[src/rtl/uop_pkg.sv]
// Micro-op field layout and shared types for the decode-to-execute queue.
package uop_pkg;

    localparam int UOP_W = 20;

    localparam int ALU_HI     = 19;
    localparam int ALU_LO     = 16;
    localparam int MASK_BIT   = 15;
    localparam int LD_BIT     = 14;
    localparam int WR_BIT     = 13;
    localparam int FLAGS_BIT  = 12;
    localparam int DEST_HI    = 11;
    localparam int DEST_LO    = 8;
    localparam int ALU_MUX_HI = 7;
    localparam int ALU_MUX_LO = 6;
    localparam int B_HI       = 5;
    localparam int B_LO       = 3;
    localparam int A_HI       = 2;
    localparam int A_LO       = 0;

    typedef struct packed {
        logic [3:0] alu;
        logic       mask;
        logic       ld;
        logic       wr;
        logic       flags;
        logic [3:0] dest;
        logic [1:0] alu_mux;
        logic [2:0] b;
        logic [2:0] a;
    } uop_t;

    localparam uop_t UOP_NOP = '0;

endpackage

[src/rtl/uopq_rd_sel.sv]
// Head-relative rotating read mux for the uop queue.
// Lanes at or beyond count are forced to zero.
module uopq_rd_sel
    import uop_pkg::*;
#(
    parameter int UOP_W     = 20,
    parameter int DEPTH     = 8,
    parameter int OUT_LANES = 2,
    parameter int PW        = $clog2(DEPTH),
    parameter int CW        = $clog2(OUT_LANES + 1)
) (
    input  logic [UOP_W-1:0]           mem [DEPTH],
    input  logic [PW-1:0]              head,
    input  logic [CW-1:0]              count,
    output logic [OUT_LANES*UOP_W-1:0] uops
);

    logic [PW-1:0] idx;

    always_comb begin
        uops = '0;
        idx  = '0;
        for (int i = 0; i < OUT_LANES; i++) begin
            idx = head + PW'(i);
            if (CW'(i) < count)
                uops[i*UOP_W +: UOP_W] = mem[idx];
        end
    end

endmodule

[src/rtl/uop_queue.sv]
// Multi-lane, flushable micro-op FIFO between decode and execute.
// Optional same-cycle empty-queue bypass: define UOPQ_BYPASS_EN.
module uop_queue
    import uop_pkg::*;
#(
    parameter int UOP_W     = 20,
    parameter int DEPTH     = 8,
    parameter int IN_LANES  = 3,
    parameter int OUT_LANES = 2
) (
    input  logic                                clk,
    input  logic                                a_rst,
    input  logic                                in_valid,
    input  logic [$clog2(IN_LANES+1)-1:0]       in_count,
    input  logic [IN_LANES*UOP_W-1:0]           in_uops,
    output logic                                in_ready,
    output logic [$clog2(OUT_LANES+1)-1:0]      out_count,
    output logic [OUT_LANES*UOP_W-1:0]          out_uops,
    input  logic [$clog2(OUT_LANES+1)-1:0]      out_take,
    input  logic                                flush,
    output logic [$clog2(DEPTH+1)-1:0]          level,
    output logic                                empty,
    output logic                                full
);

    localparam int PW = $clog2(DEPTH);
    localparam int LW = $clog2(DEPTH + 1);
    localparam int CI = $clog2(IN_LANES + 1);
    localparam int CO = $clog2(OUT_LANES + 1);

    logic [UOP_W-1:0]           mem [DEPTH];
    logic [PW-1:0]              head;
    logic [PW-1:0]              tail;
    logic [LW-1:0]              lvl;
    logic                       push_ok;
    logic [CI-1:0]              n_push;
    logic [CO-1:0]              n_take;
    logic [CO-1:0]              rd_count;
    logic [CO-1:0]              skip;
    logic [OUT_LANES*UOP_W-1:0] rd_uops;

    assign level    = lvl;
    assign empty    = (lvl == '0);
    assign full     = (lvl == LW'(DEPTH));
    assign in_ready = (DEPTH - int'(lvl)) >= IN_LANES;

    assign push_ok = in_valid & in_ready & ~flush;
    assign n_push  = !push_ok ? '0 :
                     (int'(in_count) > IN_LANES) ? CI'(IN_LANES) :
                     in_count;

    assign rd_count = (int'(lvl) > OUT_LANES) ? CO'(OUT_LANES) : CO'(lvl);

    uopq_rd_sel #(
        .UOP_W    (UOP_W),
        .DEPTH    (DEPTH),
        .OUT_LANES(OUT_LANES)
    ) u_rd_sel (
        .mem  (mem),
        .head (head),
        .count(rd_count),
        .uops (rd_uops)
    );

`ifdef UOPQ_BYPASS_EN
    localparam int BL = (IN_LANES < OUT_LANES) ? IN_LANES : OUT_LANES;

    logic          bypass;
    logic [CO-1:0] bp_count;

    assign bypass   = empty & push_ok;
    assign bp_count = (int'(n_push) > OUT_LANES) ? CO'(OUT_LANES) : CO'(n_push);

    always_comb begin
        out_count = rd_count;
        out_uops  = rd_uops;
        if (bypass) begin
            out_count = bp_count;
            out_uops  = '0;
            for (int i = 0; i < BL; i++)
                if (CO'(i) < bp_count)
                    out_uops[i*UOP_W +: UOP_W] = in_uops[i*UOP_W +: UOP_W];
        end
    end

    // Lanes consumed straight from the input never land in storage.
    assign skip = bypass ? n_take : '0;
`else
    assign out_count = rd_count;
    assign out_uops  = rd_uops;
    assign skip      = '0;
`endif

    assign n_take = (out_take > out_count) ? out_count : out_take;

    always_ff @(posedge clk or negedge a_rst) begin
        if (!a_rst) begin
            head <= '0;
            tail <= '0;
            lvl  <= '0;
        end else if (flush) begin
            head <= '0;
            tail <= '0;
            lvl  <= '0;
        end else begin
            head <= head + PW'(n_take);
            tail <= tail + PW'(n_push);
            lvl  <= lvl + LW'(n_push) - LW'(n_take);
        end
    end

    always_ff @(posedge clk) begin
        for (int i = 0; i < IN_LANES; i++)
            if (i < int'(n_push) && i >= int'(skip))
                mem[tail + PW'(i)] <= in_uops[i*UOP_W +: UOP_W];
    end

    take_le_count: assert property (
        @(posedge clk) disable iff (!a_rst) out_take <= out_count
    );

endmodule

[config.mk]
export PLATFORM = sky130hd
export DESIGN_NAME = uop_queue
export DESIGN_NICKNAME = d
export VERILOG_FILES = /design/src/rtl/uop_pkg.sv /design/src/rtl/uopq_rd_sel.sv /design/src/rtl/uop_queue.sv
export SDC_FILE = /design/constraint.sdc
export NUM_CORES = 1
export LEC_CHECK = 0
export BUFFER_PORTS_ARGS = -buffer_cell sky130_fd_sc_hd__buf_2
export CELL_PAD_IN_SITES_DETAIL_PLACEMENT = 1
export CELL_PAD_IN_SITES_GLOBAL_PLACEMENT = 2
export CORE_AREA = 2 2 179 181
export CTS_CLUSTER_SIZE = 25
export DETAILED_ROUTE_END_ITERATION = 8
export DIE_AREA = 0 0 181 183
export GPL_ROUTABILITY_DRIVEN = 0
export GPL_TIMING_DRIVEN = 0
export PLACE_DENSITY = 0.91
export SLEW_MARGIN = 20
export SYNTH_ARGS = -nofsm -noshare
export SYNTH_HDL_FRONTEND = slang
export SYNTH_SLANG_ARGS = --single-unit
[constraint.sdc]
create_clock -name clk -period 4.67 [get_ports clk]
set_input_delay 0.7005 -clock clk [delete_from_list [all_inputs] [get_ports clk]]
set_output_delay 0.7005 -clock clk [all_outputs]
set_load 0.05 [all_outputs]
-- Yosys cells after proc, flatten, opt, wreduce, memory -nomap -nowiden
Index checks and enable logic that the tools add are counted.
- shift operators: 0
- div/mod/pow operators: 0
- reductions and logical operators: 4
- mux-type cells: 26
- bitwise operators: 8
- magnitude comparators: 16
- eq/ne operators: 1
- $add $sub $neg: 8
- multipliers: 0
- operators with widths (cell ; count):
    160-bit bitwise mux ; 3
    160-bit 2-to-1 mux ; 3
    20-bit demux with 3-bit select ; 3
    20-bit 2-to-1 mux ; 9
    20-bit binary-select mux with 3-bit select ; 2
    4-bit greater-or-equal comparator (second input constant) ; 5
    3-bit NOT with 4-bit output ; 5
    4-bit by 1-bit < comparator with 1-bit output (second input constant) ; 3
    1-bit by 2-bit < comparator with 1-bit output (first input constant) ; 4
    3-bit by 1-bit adder with 3-bit output (second input constant) ; 2
    3-bit by 2-bit adder with 3-bit output ; 2
    2-bit 2-to-1 mux ; 3
    3-bit 2-to-1 mux ; 2
    5-bit by 3-bit greater-or-equal comparator with 1-bit output (second input constant) ; 1
    4-bit by 4-bit subtractor with 5-bit output (first input constant) ; 1
    4-bit by 2-bit adder with 4-bit output ; 1
    4-bit == test (second input constant) ; 1
    4-bit by 2-bit greater-than comparator with 1-bit output (second input constant) ; 1
    4-bit logical NOT ; 1
    4-bit 2-to-1 mux ; 1
    4-bit by 2-bit subtractor with 4-bit output ; 1
    3-bit by 2-bit adder with 3-bit output (second input constant) ; 1
    1-bit logical AND ; 3
    1-bit bitwise AND ; 2
    other kinds (3) ; 3
- memories kept: 0
- logic and storage cells: 74
- memory bits (read-only): 0
- input port bits: 68
- bits in writable memories: 0
- register bits: 170
- bits in latches: 0

-- Longest topological paths before layout
Gate-level depths: netlist of run 1.
- word-level depth: 11
- depth in mapped cells: 18

-- Modules after synthesis
Synthesis of run 1 repeated with hierarchy kept, for this count alone.
- cells, all modules: 1322
- area, all modules: 11790.1 sq um
- modules (own cells, without submodules) (module ; cells an instance ; area an instance (sq um) ; times used ; sequential area each (sq um)):
    uop_queue ; 1170 ; 9391.5 ; 1 ; 3453.3
    uopq_rd_sel ; 152 ; 2398.6 ; 1 ; 0.0

-- Worst setup path after synthesis of run 1
Ideal clock, no wire load.
- path type: register to register
- start: register lvl[2], in the netlist level[2]
- end: register lvl[2], in the netlist level[2]
- stages on the path, launching flop included: 16
- arrival: 4085 ps
- library setup time: 132 ps
- path slack: 453 ps
- clock period less this slack: 4217 ps
- path through: dfrtp_1 > inv_1 > ha_1 > a21bo_2 > a21oi_1 > ha_1 > a31oi_1 > o21ai_0 > a21oi_1 > a21oi_1 > ha_1 > inv_1 > ha_1 > fa_1 > xnor2_1 > nor2_1
- elaborated cells between the ends (all ways): 12
- classes of those cells: add/sub (3); order compare (3); mux (4); bitwise (2)
- RTL lines (element ; line ; source):
    start: declaration ; uop_queue.sv:34 ; logic [LW-1:0] lvl;
    start signal: assignment ; uop_queue.sv:108 ; lvl <= lvl + LW'(n_push) - LW'(n_take);
    4-bit by 2-bit greater-than comparator with 1-bit output * ; uop_queue.sv:52 ; assign rd_count = (int'(lvl) > OUT_LANES) ? CO'(OUT_LANES) : CO'(lvl);
    2-bit 2-to-1 mux * ; uop_queue.sv:52 ;
    net out_count[0] ; uop_queue.sv:17 ; output logic [$clog2(OUT_LANES+1)-1:0] out_count,
    2-bit greater-than comparator ; uop_queue.sv:94 ; assign n_take = (out_take > out_count) ? out_count : out_take;
    2-bit 2-to-1 mux * ; uop_queue.sv:94 ;
    4-bit by 2-bit subtractor with 4-bit output * ; uop_queue.sv:108 ;
    4-bit 2-to-1 mux * ; uop_queue.sv:101 ; end else if (flush) begin
The timed path passes the listed nets; every way through them passes the cells marked *.

-- Worst setup path after layout of run 1
- start: register lvl[2], in the netlist level[2]
- end: register lvl[2], in the netlist level[2]
- longest elaborated chain between the ends: 8
- elaborated cells between the ends (all ways): 12
- classes of those cells: add/sub (3); order compare (3); mux (4); bitwise (2)
- ends and longest elaborated chain (element ; line ; source):
    4-bit by 4-bit subtractor with 5-bit output ; uop_queue.sv:45 ; assign in_ready = (DEPTH - int'(lvl)) >= IN_LANES;
    5-bit by 3-bit greater-or-equal comparator with 1-bit output ; uop_queue.sv:45 ;
    1-bit bitwise AND (2 in a row) ; uop_queue.sv:47 ; assign push_ok = in_valid & in_ready & ~flush;
    2-bit 2-to-1 mux ; uop_queue.sv:48 ; assign n_push = !push_ok ? '0 :
    4-bit by 2-bit adder with 4-bit output ; uop_queue.sv:108 ;
    4-bit by 2-bit subtractor with 4-bit output * ; uop_queue.sv:108 ;
    4-bit 2-to-1 mux * ; uop_queue.sv:101 ;
Every way passes the cells marked *; elsewhere a longest branch is shown, timed or not.

==> impl_results.md, run 1 <==
* P per Cell Area at approximately 760 nW/um^2
* # rows at 65
* Slowest CP cell: clkbuf_1
* Most used cell, CP: ha_1
* Antenna-violating nets left at 0
* Achievable frequency at between 200 and 250 MHz
* Ys Warns at 0
* DRT Wirelength at 51200 microns
* Clock skew at between 0.01 and 0.015 ns
* Critical-path maximum fanout at 10
* Sw frac at 52.0%
* Diode count at 0
* Hold buffers post-CTS at 0
* Post-Synthesis Cells at roughly 1300
* Clock Sinks at 170
* Via/cell ratio at between 6 and 7
* TritonCTS clock tree: done
* WP buf/inv at 3
* Worst path max stage delay at approximately 0.60 ns
* CP Depth at 17
* Reg2reg end: level[2]$_DFF_PN0_
* Mapped Area at about 11000 sq um
* First-pass GRT wire length at between 70000 and 80000 microns
* Die Wd at between 150 and 200 microns
* Yosys top cell by area: dfxtp_1
* GRT Total Usage at a little under a third
* Setup tns final at 0 ns
* Leakage at roughly 4.5 nW
* Final Critical Period at 4.22 ns
* Critical Path AT at 4.55 ns
* Initial antenna violation count at 0
* Pin count of the biggest net entering global routing at 17
* Starting Density at 36.4%
* Worst VDD drop at ~0.00073 V
* Area contributors post-synth: dfxtp_1 28%, mux4_2 16%, nand2_1 8.1%
* Hold Path Class: in2async
* Via count at roughly 12000
* Drc violations at 0
* Syn Area/Cell at between 8 and 9 sq um
* Remaining Overflow, GRT at 0
* Final core occ at approximately two fifths
* Synth Flop Type: dfxtp_1
* Syn-to-layout area delta at 12.1%
* Status: complete, no violations
* Post-synthesis sequential area ratio at 30.4%
* Vias in the first global route at between 10000 and 15000
* Part of the power in registers at 24.2%
* Worst R2R Start: level[2]$_DFF_PN0_
* DRT iter0 DRCs at between 1000 and 1500
* # Max-Cap Violations at 0
* Critical Path End Type: flop
* #FFs+latches synth at 170
* Drt pass-1 iters at 5
* Final slew viol count at 0
* Async SR Flop Fraction at between 5 and 6%
* DP HPWL at about 36000 microns
* Number of post-CTS setup repair buffers at 0
* Wire per inst at roughly 28 microns
* Final Hold Vio Count at 0
* CP Cell Sequence: inv_1, ha_1, a21oi_1, nor2_1, clkbuf_1, ha_1, nor3b_1, a31oi_1, o21ai_0, a21oi_1, a21oi_1, ha_1, inv_1, ha_1, fa_1, xnor2_1, nor2_1
* Tightest Pin Transition at approximately 1.2 ns
* Clock-pin slew on the worst setup and hold paths at ~0.080 ns
* CTS H-tree lvls at 4
* Port bufs at 56
* # placed instances at 1770
* Critical path launch point: level[2]$_DFF_PN0_
* R2R depth at 17
* CTS root buffer: clkbuf_16
* Layout cells sized above 1 at roughly 17%
* Clk network pwr share at approximately 16%
* Comb pwr share at ~60%
* R2R setup slack at 0.45 ns
* Syn_nets at 1401
* RSZ-0062 raised after global routing: false
* Core area at about 31000 sq um
* Max Buffers Root-to-Sink at 2
* TritonCTS buffer count at 17
* Filler-free cell count of the finished design at between 1500 and 2000
* Skew-Pair Late Insertion Delay at approximately 0.46 ns
* Number of flops mapped to enable cells by yosys at 0
* CP delay by family, top: adder cells
* Crit path capture: level[2]$_DFF_PN0_
* Pint at about 4.7 mW
* Boundary Pins at around 120
* Post-cts resize count at 0
* Rel. slew slack at about 23%
* Final setup violation count at 0
* Die Y at between 150 and 200 microns
* WS Path Type: reg2reg
* Final net count at around 1500
* Share of the synthesized area in the top cell type at 28.2%
* Crit path launch type: flop
* Final period util at between 90% and 100%
* Die Footprint at 33100 sq um
* Req. time, crit path at ~5.0 ns
* Psw at 5.05 mW
* Synth cell types at 66
## through the flow
stage | power, mW | area [sq um] | setup slack, ns | hold slack (ns)
2_1_floorplan | 6.52 | 11400 | 0.453 | 0.405
3_3_place_gp | 7.94 | 12200 | 0.593 | 0.467
3_5_place_dp | 8.09 | 12200 | 0.463 | 0.484
4_1_cts | 9.60 | 12700 | 0.415 | 0.102
5_1_grt | 10.1 | 12700 | 0.148 | 0.117
6_report | 9.72 | 12700 | 0.454 | 0.0942
## cell families (layout without fill, tap and decap cells)
logic type	after synthesis	count (layout)	share of synthesized area (%)
muxes	140	140	21.1
DFF	170	170	30.4
adders and majority gates	21	21	2.51
AOI/OAI and AO/OA	382	382	23.0
xor gates and xnor gates	9	9	0.693
buffers and inverters	192	280	7.30
and+or+nand+nor	398	398	15.0
## cell usage after synthesis, types with 3 or more instances
cell         n
xor2_1       3
a211oi_1    15
nand3_1      3
inv_1       12
mux2i_1     60
a21o_1       3
xnor2_1      6
o31ai_1     38
clkbuf_2     5
o21ai_0      4
o2111ai_1    9
nand2_1    244
and3_1       4
a21oi_1     55
a31oi_1     81
o32ai_1     27
ha_1        18
dfrtp_1     10
nor3_1      25
and2_1       3
buf_4        7
buf_2       37
nor2_1      85
clkbuf_1   105
fa_1         3
mux4_2      80
o22ai_1    120
buf_1       20
dfxtp_1    160
buf_6        4
o211ai_1     4
nor4_1       6
nor2b_1      7
## power groups by stage
stage	combinational (mW)	sequential (mW)	clock, mW
floorplan	4.27	2.24	0
global placement	5.63	2.31	0
detailed placement	5.74	2.35	0
CTS	5.77	2.33	1.51
global route	6.13	2.40	1.56
finish	5.85	2.35	1.52
## layout make-up
| type | instances | area (sq um) |
|---|---|---|
| Buffer | 178 | 777 |
| Clock buffer | 18 | 450 |
| Clock inverter | 14 | 144 |
| Fill cell | 3714 | 18500 |
| Inverter | 14 | 52.6 |
| Multi-Input combinational cell | 950 | 7090 |
| Sequential cell | 170 | 3450 |
| Tap cell | 402 | 503 |
| Timing Repair Buffer | 56 | 280 |
## how the worst min path moves through the flow
| stage | start | endpoint | slack (ns) | cells after the start |
|---|---|---|---|---|
| after floorplan | a_rst | head[0]$_DFF_PN0_ | 0.40 | 0 |
| after global placement | mem[99]$_DFF_P_ | mem[99]$_DFF_P_ | 0.47 | 2 |
| after detailed placement | mem[89]$_DFF_P_ | mem[89]$_DFF_P_ | 0.48 | 2 |
| after CTS | a_rst | tail[2]$_DFF_PN0_ | 0.10 | 1 |
| after global routing | a_rst | tail[0]$_DFF_PN0_ | 0.12 | 1 |
| final | a_rst | tail[0]$_DFF_PN0_ | 0.09 | 1 |
## layer usage
| metal | track usage (%) | wire, microns |
|---|---|---|
| met1 | 38.4 | 20200 |
| met2 | 49.7 | 23800 |
| met3 | 6.12 | 4550 |
| met4 | 16.1 | 2580 |
| met5 | 0 | 0 |
## cell usage in the layout (no fill, tap or decap), types with 5 or more instances in the layout
cell,instances
a211oi_1,15
a21oi_1,55
a31oi_1,81
buf_1,20
buf_2,93
buf_4,7
clkbuf_1,105
clkbuf_16,18
clkbuf_2,5
clkinv_2,5
dfrtp_1,10
dfxtp_1,160
ha_1,18
inv_1,12
mux2i_1,60
mux4_2,80
nand2_1,244
nor2_1,85
nor2b_1,7
nor3_1,25
nor4_1,6
o2111ai_1,9
o22ai_1,120
o31ai_1,38
o32ai_1,27
xnor2_1,6
## state kept, by name, indices dropped and copies added, names as in the netlist
register  cells
mem         160
level         4
head          3
tail          3
(Power assumes the default switching activity.)
==> run 2: changes to the inputs <==
--- a/config.mk
+++ b/config.mk
@@ -5,13 +5,13 @@
 export SDC_FILE = /design/constraint.sdc
 export NUM_CORES = 1
 export LEC_CHECK = 0
-export BUFFER_PORTS_ARGS = -buffer_cell sky130_fd_sc_hd__buf_2
 export CELL_PAD_IN_SITES_DETAIL_PLACEMENT = 1
 export CELL_PAD_IN_SITES_GLOBAL_PLACEMENT = 2
-export CORE_AREA = 2 2 179 181
+export CORE_AREA = 2 2 172 174
 export CTS_CLUSTER_SIZE = 25
 export DETAILED_ROUTE_END_ITERATION = 8
-export DIE_AREA = 0 0 181 183
+export DIE_AREA = 0 0 174 176
+export DONT_BUFFER_PORTS = 1
 export GPL_ROUTABILITY_DRIVEN = 0
 export GPL_TIMING_DRIVEN = 0
 export PLACE_DENSITY = 0.91
==> run 2 against run 1 <==
Effect of this change: total power down 2.1%; maximum frequency shrank 8.1%; cell count decreased by 4.1%; count of clock-buffer cells in the layout rose by 1; via count down 1.3%; sequential power increased by 2%; sequential share of layout area is 0.42 points higher; setup slack worse by 0.37 ns; first-iteration DRC count down 0.41%; clock skew rose by 0.0029 ns; die area shrank 7.5%; global-route usage up 2.4 points; critical endpoint is now out_uops[5].
==> impl_results.md, run 2 (synthesis results as in run 1) <==
* CP delay by family, top: simple AND/OR/NAND/NOR gates
* Sw frac at 52.4% (+0.42 points)
* Remaining Overflow, GRT at 0 (unchanged)
* Critical Path AT at 3.89 ns (-0.66 ns)
* Initial antenna violation count at 0 (unchanged)
* First-pass GRT wire length at 75400 microns (-0.66%)
* Comb pwr share at 58.1% (-2.0 points)
* Reg2reg end: level[2]$_DFF_PN0_
* Rel. slew slack at 18.8% (-4.0 points)
* Req. time, crit path at 3.97 ns (-1.04 ns)
* Core area at 28500 sq um (-8.6%)
* Final period util at 98.2% (+8.0 points)
* Number of post-CTS setup repair buffers at 0 (unchanged)
* Port bufs at 0 (-100%)
* Final Critical Period at 4.59 ns (+0.372 ns)
* DRT iter0 DRCs at 1225 (-0.41%)
* Min-delay src: mem[119]$_DFF_P_
* Worst path max stage delay at 0.80 ns (+0.20 ns)
* R2R depth at 17 (unchanged)
* Filler-free cell count of the finished design at 1729 (-4.1%)
* Footprint of the multi-input gates at 7150 sq um (+0.81%)
* Final slew viol count at 0 (unchanged)
* Die Wd at 174 microns (-3.9%)
* Overall power at 9.52 mW (-2.1%)
* Commonest non-fill, non-tap cell in the layout: nand2_1
* # placed instances at 1696 (-4.2%)
* Part of the power in registers at 25.2% (+1.0 points)
* Achievable frequency at 218 MHz (-8.1%)
* Final setup violation count at 0 (unchanged)
* Worst R2R Start: level[0]$_DFF_PN0_
* Design Area, Final at 12600 sq um (-1.5%)
* Leakage at 4.22 nW (-5.2%)
* Diode count at 0 (unchanged)
* Worst VDD drop at 0.000728 V (-0.86%)
* Fill cells at 3457 (-6.9%)
* WS Path Type: reg2out
* R2R setup slack at 0.23 ns (-0.22 ns)
* WP buf/inv at 3 (unchanged)
* CTS H-tree lvls at 4 (unchanged)
* Final net count at 1421 (-3.7%)
* Wire per inst at 29.4 microns (+3.7%)
* Clock Sinks at 170 (unchanged)
* Clk network pwr share at 16.7% (+1.0 points)
* GRT Total Usage at 32.9% (+2.4 points)
* Via count at 11900 (-1.3%)
* Register area at 3450 sq um (unchanged)
* Critical-path maximum fanout at 10 (unchanged)
* Status: complete, no violations
* Via/cell ratio at 6.90 (+2.8%)
* Setup tns final at 0 ns (unchanged)
* Pin count of the biggest net entering global routing at 17 (unchanged)
* Boundary Pins at 117 (unchanged)
* Largest register FFs at 160 (unchanged)
* Clock skew at 0.0161 ns (+0.00286 ns)
* Clock-pin slew on the worst setup and hold paths at 0.08 ns (about the same)
* CP Cell Sequence: inv_1, ha_1, a21oi_1, nor2_1, inv_1, nor2_1, clkbuf_2, nor2_1
* Final Hold Vio Count at 0 (unchanged)
* TritonCTS clock tree: done
* # rows at 62 (-4.6%)
* Hold Path Class: reg2reg
* Die Footprint at 30600 sq um (-7.5%)
* Antenna-violating nets left at 0 (unchanged)
* Hold WS at 0.493 ns (+0.398 ns)
* Starting Density at 39.8% (+3.4 points)
* CTS root buffer: clkbuf_16
* Drt pass-1 iters at 8 (+3)
* Tightest Pin Transition at 1.22 ns (+0.0666 ns)
* TritonCTS buffer count at 17 (unchanged)
* Most frequent cells in the layout: 244 x nand2_1, 160 x dfxtp_1, 120 x o22ai_1, 104 x clkbuf_1, 81 x a31oi_1
* DP Area at 11900 sq um (-2.3%)
* Final worst slack at 0.0822 ns (-0.372 ns)
* Pint at 4.53 mW (-3.0%)
* Psw at 4.99 mW (-1.3%)
* RSZ-0062 raised after global routing: true
* DRT Wirelength at 50900 microns (-0.52%)
* Layout cells sized above 1 at 15.2% (-2.1 points)
* Crit path launch type: flop
* Most used cell, CP: nor2_1
* Skew-Pair Late Insertion Delay at 0.46 ns (about the same)
* Vias in the first global route at 12100 (-1.6%)
* Die Y at 176 microns (-3.8%)
* Slowest CP cell: dfrtp_1
* Critical Path End Type: primary output
* DP HPWL at 35600 microns (-1.5%)
* P per Cell Area at 758 nW/um^2 (-0.59%)
* Hold path cells at 2
* Max Buffers Root-to-Sink at 2 (unchanged)
* Worst min-delay path endpoint: mem[119]$_DFF_P_
* Dpl ws at 0.268 ns (-0.195 ns)
* # Max-Cap Violations at 0 (unchanged)
* Drc violations at 0 (unchanged)
* Final core occ at 44.0% (+3.2 points)
* Top reg by flops: mem
* Syn-to-layout area delta at 10.4%
-- run 2: changes by cell type in the layout (fill, tap and decap cells not counted), moves of 2 or more --
cell	before	now
buf_2	93	37
a21oi_1	55	45
a21oi_2	0	10
nor2_1	85	77
nor2_2	1	9
clkinv_2	5	1
bufinv_16	2	4
-- run 2: layer usage --
layer / wire length, microns / track usage, % / part of all wire [%]
met2: 23500 / 53.1 / 46
met1: 19600 / 40.9 / 39
met4: 2850 / 17.9 / 5.6
met3: 4970 / 7.58 / 9.8
met5: 0 / 0 / 0
-- run 2: worst reg2reg max path: stages, from the launching register on --
cell and delay (ns):
dfrtp_1 0.65, inv_1 0.27, ha_1 0.22, a21oi_1 0.08
nor2_1 0.37, buf_1 0.54, ha_1 0.36, nor3b_1 0.14
a31oi_1 0.13, o21ai_0 0.11, a21oi_1 0.13, a21oi_1 0.11
ha_1 0.31, inv_1 0.04, ha_1 0.20, fa_1 0.38
xnor2_1 0.21, nor2_1 0.06
-- run 2: what timing repair did --
item,CTS,global route
hold buffers,1,0
hold endpoints to repair,10,0
resized for setup,0,11
setup endpoints to repair,2,17
cloned,0,0
-- run 2: cell type report --
type	count	share of cell area, %
clock buffers	19	3.53
flip-flops and latches	170	27.5
inverters	14	0.419
repair buffers	1	0.0797
well taps	384	3.83
multi-input cells	950	56.9
plain buffers	178	6.20
clock inverters	13	1.52
-- run 2: how the worst max path moves through the flow --
stage,from,depth (start not counted),end,slack [ns]
global placement,level[2]$_DFF_PN0_,15,level[2]$_DFF_PN0_,0.12
CTS,level[0]$_DFF_PN0_,8,out_uops[19],-0.03
global route,level[0]$_DFF_PN0_,8,out_uops[3],-0.06
detailed placement,level[0]$_DFF_PN0_,17,level[2]$_DFF_PN0_,0.27
floorplan,level[2]$_DFF_PN0_,15,level[2]$_DFF_PN0_,0.45
finish,level[0]$_DFF_PN0_,8,out_uops[5],0.08
-- run 2: power by group through the flow --
stage          Combinational, mW  Sequential [mW]  Clock [mW]
2_1_floorplan               4.27             2.24           0
3_3_place_gp                5.21             2.37           0
3_5_place_dp                5.37             2.40           0
4_1_cts                     5.40             2.37        1.58
5_1_grt                     5.82             2.44        1.65
6_report                    5.53             2.40        1.59
==> run 3: changes to the inputs <==
--- a/config.mk
+++ b/config.mk
@@ -7,14 +7,14 @@
 export LEC_CHECK = 0
 export CELL_PAD_IN_SITES_DETAIL_PLACEMENT = 1
 export CELL_PAD_IN_SITES_GLOBAL_PLACEMENT = 2
-export CORE_AREA = 2 2 172 174
+export CORE_AREA = 2 2 166 168
 export CTS_CLUSTER_SIZE = 25
 export DETAILED_ROUTE_END_ITERATION = 8
-export DIE_AREA = 0 0 174 176
+export DIE_AREA = 0 0 168 170
 export DONT_BUFFER_PORTS = 1
 export GPL_ROUTABILITY_DRIVEN = 0
 export GPL_TIMING_DRIVEN = 0
-export PLACE_DENSITY = 0.91
+export PLACE_DENSITY = 0.95
 export SLEW_MARGIN = 20
 export SYNTH_ARGS = -nofsm -noshare
 export SYNTH_HDL_FRONTEND = slang
==> constraint.sdc (replaced) <==
create_clock -name clk -period 5.4 [get_ports clk]
set_input_delay 0.81 -clock clk [delete_from_list [all_inputs] [get_ports clk]]
set_output_delay 0.81 -clock clk [all_outputs]
set_load 0.05 [all_outputs]
==> run 3 against run 2 <==
Effect of this change: total power fell by 14%; die area shrank 6.7%; sequential share of layout area grew 0.20 points; design area is 0.73% lower; largest cell class unchanged.
==> impl_results.md, run 3 (synthesis results as in run 1) <==
* WS Path Type: reg2out
* Vias in the first global route at 12300 (+2.0%)
* GRT Total Usage at 35.5% (+2.6 points)
* Pin count of the biggest net entering global routing at 19 (+2)
* CP delay by family, top: simple AND/OR/NAND/NOR gates
* Clock-pin slew on the worst setup and hold paths at 0.08 ns (about the same)
* Fill cells at 3153 (-8.8%)
* Top reg by flops: mem
* First-pass GRT wire length at 75900 microns (+0.58%)
* Largest register FFs at 160 (unchanged)
* Final net count at 1420 (-0.070%)
* Hold buffers post-CTS at 0 (-1)
* TritonCTS clock tree: done
* Critical Path End Type: primary output
* Worst path max stage delay at 0.86 ns (+0.06 ns)
* Boundary Pins at 117 (unchanged)
* Die Wd at 168 microns (-3.4%)
* Starting Density at 42.7% (+2.8 points)
* Most frequent cells in the layout: 244 x nand2_1, 160 x dfxtp_1, 120 x o22ai_1, 105 x clkbuf_1, 85 x nor2_1
* Final Critical Period at around 4.8 ns
* CTS root buffer: clkbuf_16
* Setup tns final at 0 ns (unchanged)
* Drc violations at 0 (unchanged)
* Register area at 3450 sq um (unchanged)
* Design Area, Final at 12500 sq um (-0.73%)
* Core area at 26700 sq um (-6.6%)
* Achievable frequency at just over 200 MHz
* Die Footprint at 28600 sq um (-6.7%)
* Tightest Pin Transition at 1.21 ns (-0.0159 ns)
* Final setup violation count at 0 (unchanged)
* Drt pass-1 iters at 6 (-2)
* Commonest non-fill, non-tap cell in the layout: nand2_1
* Final slew viol count at 0 (unchanged)
* RSZ-0062 raised after global routing: false
* Initial antenna violation count at 0 (unchanged)
* Skew-Pair Late Insertion Delay at 0.47 ns (about the same)
* Crit path launch type: flop
* GR Layer Usage met1 at 44.2% (+3.3 points)
* # rows at 60 (-3.2%)
* DP Area at 11800 sq um (-0.48%)
* Hold WS at 0.0316 ns (-0.461 ns)
* Syn-to-layout area delta at 9.62%
* Number of post-CTS setup repair buffers at 0 (unchanged)
* Status: complete, no violations
* Critical-path maximum fanout at 10 (unchanged)
* Final period util at approximately nine tenths
* TritonCTS buffer count at 17 (unchanged)
* Rel. slew slack at 19.8% (+1.1 points)
* # Max-Cap Violations at 0 (unchanged)
* # placed instances at 1653 (-2.5%)
* Footprint of the multi-input gates at 7130 sq um (-0.28%)
* Req. time, crit path at 4.59 ns (+0.62 ns)
* Worst VDD drop at 0.000563 V (-23%)
* Max Buffers Root-to-Sink at 2 (unchanged)
* Filler-free cell count of the finished design at 1685 (-2.5%)
* Clock skew at 0.0156 ns (-0.000457 ns)
* Final Hold Vio Count at 0 (unchanged)
* GR Layer Usage met3 at 7.35% (-0.23 points)
* Antenna-violating nets left at 0 (unchanged)
* CP Cell Sequence: inv_1, ha_1, a21oi_1, nor2_1, inv_1, nor2_1, clkbuf_1, nor2_1
* CTS H-tree lvls at 4 (unchanged)
* Critical Path AT at 4.01 ns (+0.12 ns)
* DRT iter0 DRCs at 1408 (+15%)
* WP buf/inv at 3 (unchanged)
* Hold Path Class: in2async
* Remaining Overflow, GRT at 0 (unchanged)
* Wire per inst at 30.1 microns (+2.1%)
* Via/cell ratio at 7.12 (+3.2%)
* Diode count at 0 (unchanged)
* Via count at 12000 (+0.60%)
* Die Y at 170 microns (-3.4%)
* Met2 Usage GRT at 57.0% (+4.0 points)
* Layout cells sized above 1 at 14.7% (-0.58 points)
* Slowest CP cell: nor2_1
* Post-cts resize count at 0 (unchanged)
* Port bufs at 0 (unchanged)
* Leakage at 4.21 nW (-0.12%)
* DRT Wirelength at 50700 microns (-0.47%)
* P per Cell Area at 660 nW/um^2 (-13%)
* Clock Sinks at 170 (unchanged)
* GR peak layer: met2
* Overall power at 8.22 mW (-14%)
* Most used cell, CP: nor2_1
* DP HPWL at 34900 microns (-2.1%)
==> run 3: changes by cell type in the layout (fill, tap and decap cells not counted), moves of 2 or more <==
cell,before,now
bufinv_16,4,2
clkinv_8,0,3
inv_8,0,3
inv_6,2,4
clkinvlp_4,3,1
nor2_1,77,85
nor2_2,9,1
==> run 3: path summary, 6_finish.rpt <==
kind                                 endpoint                from  slack (ns)  depth (start not counted)
setup / recovery                  out_uops[8]  level[0]$_DFF_PN0_        0.58                          8
hold / removal              head[1]$_DFF_PN0_               a_rst        0.03                          0
setup reg to reg           level[2]$_DFF_PN0_  level[2]$_DFF_PN0_        0.97                         17
hold reg to reg              mem[119]$_DFF_P_    mem[119]$_DFF_P_        0.49                          2
max in group asynchronous   head[2]$_DFF_PN0_               a_rst        5.29                          0
min in group clk             mem[119]$_DFF_P_    mem[119]$_DFF_P_        0.49                          2
==> run 3: layout make-up <==
cell class              instances  share of cell area, %
inverters                      14                  0.422
multi-input cells             950                   57.2
flip-flops and latches        170                   27.7
clock buffers                  17                   3.41
well taps                     341                   3.42
clock inverters                15                   1.63
plain buffers                 178                   6.23
==> run 3: stage by stage <==
step                      worst slack [ns]  utilization, %
after floorplan                       1.18               -
after global placement               0.859            44.3
after detailed placement              1.02            44.4
after CTS                            0.636            46.7
after global routing                 0.543            46.8
final                                0.580            46.8
==> run 3: metal layers <==
| metal | vias up | wire (microns) |
|---|---|---|
| li1 | 4965 | - |
| met1 | 5961 | 19100 |
| met2 | 866 | 23200 |
| met3 | 204 | 5220 |
| met4 | 0 | 3100 |
| met5 | - | 0 |
==> run 3: worst register-to-register path: cells and delay by family (launching register included) <==
family / cells / cell delay (ns)
adders and majority gates: 5 / 1.50
buffers and inverters: 3 / 0.87
and+or+nand+nor: 3 / 0.62
DFF: 1 / 0.58
AOI/OAI and AO/OA: 5 / 0.53
xor gates and xnor gates: 1 / 0.20
==> run 3: power breakdown <==
group          total, mW  internal, mW  switching [mW]
Sequential          2.08          1.67           0.401
Clock               1.37         0.711           0.663
Combinational       4.77          1.44            3.33
Total               8.22          3.83            4.39
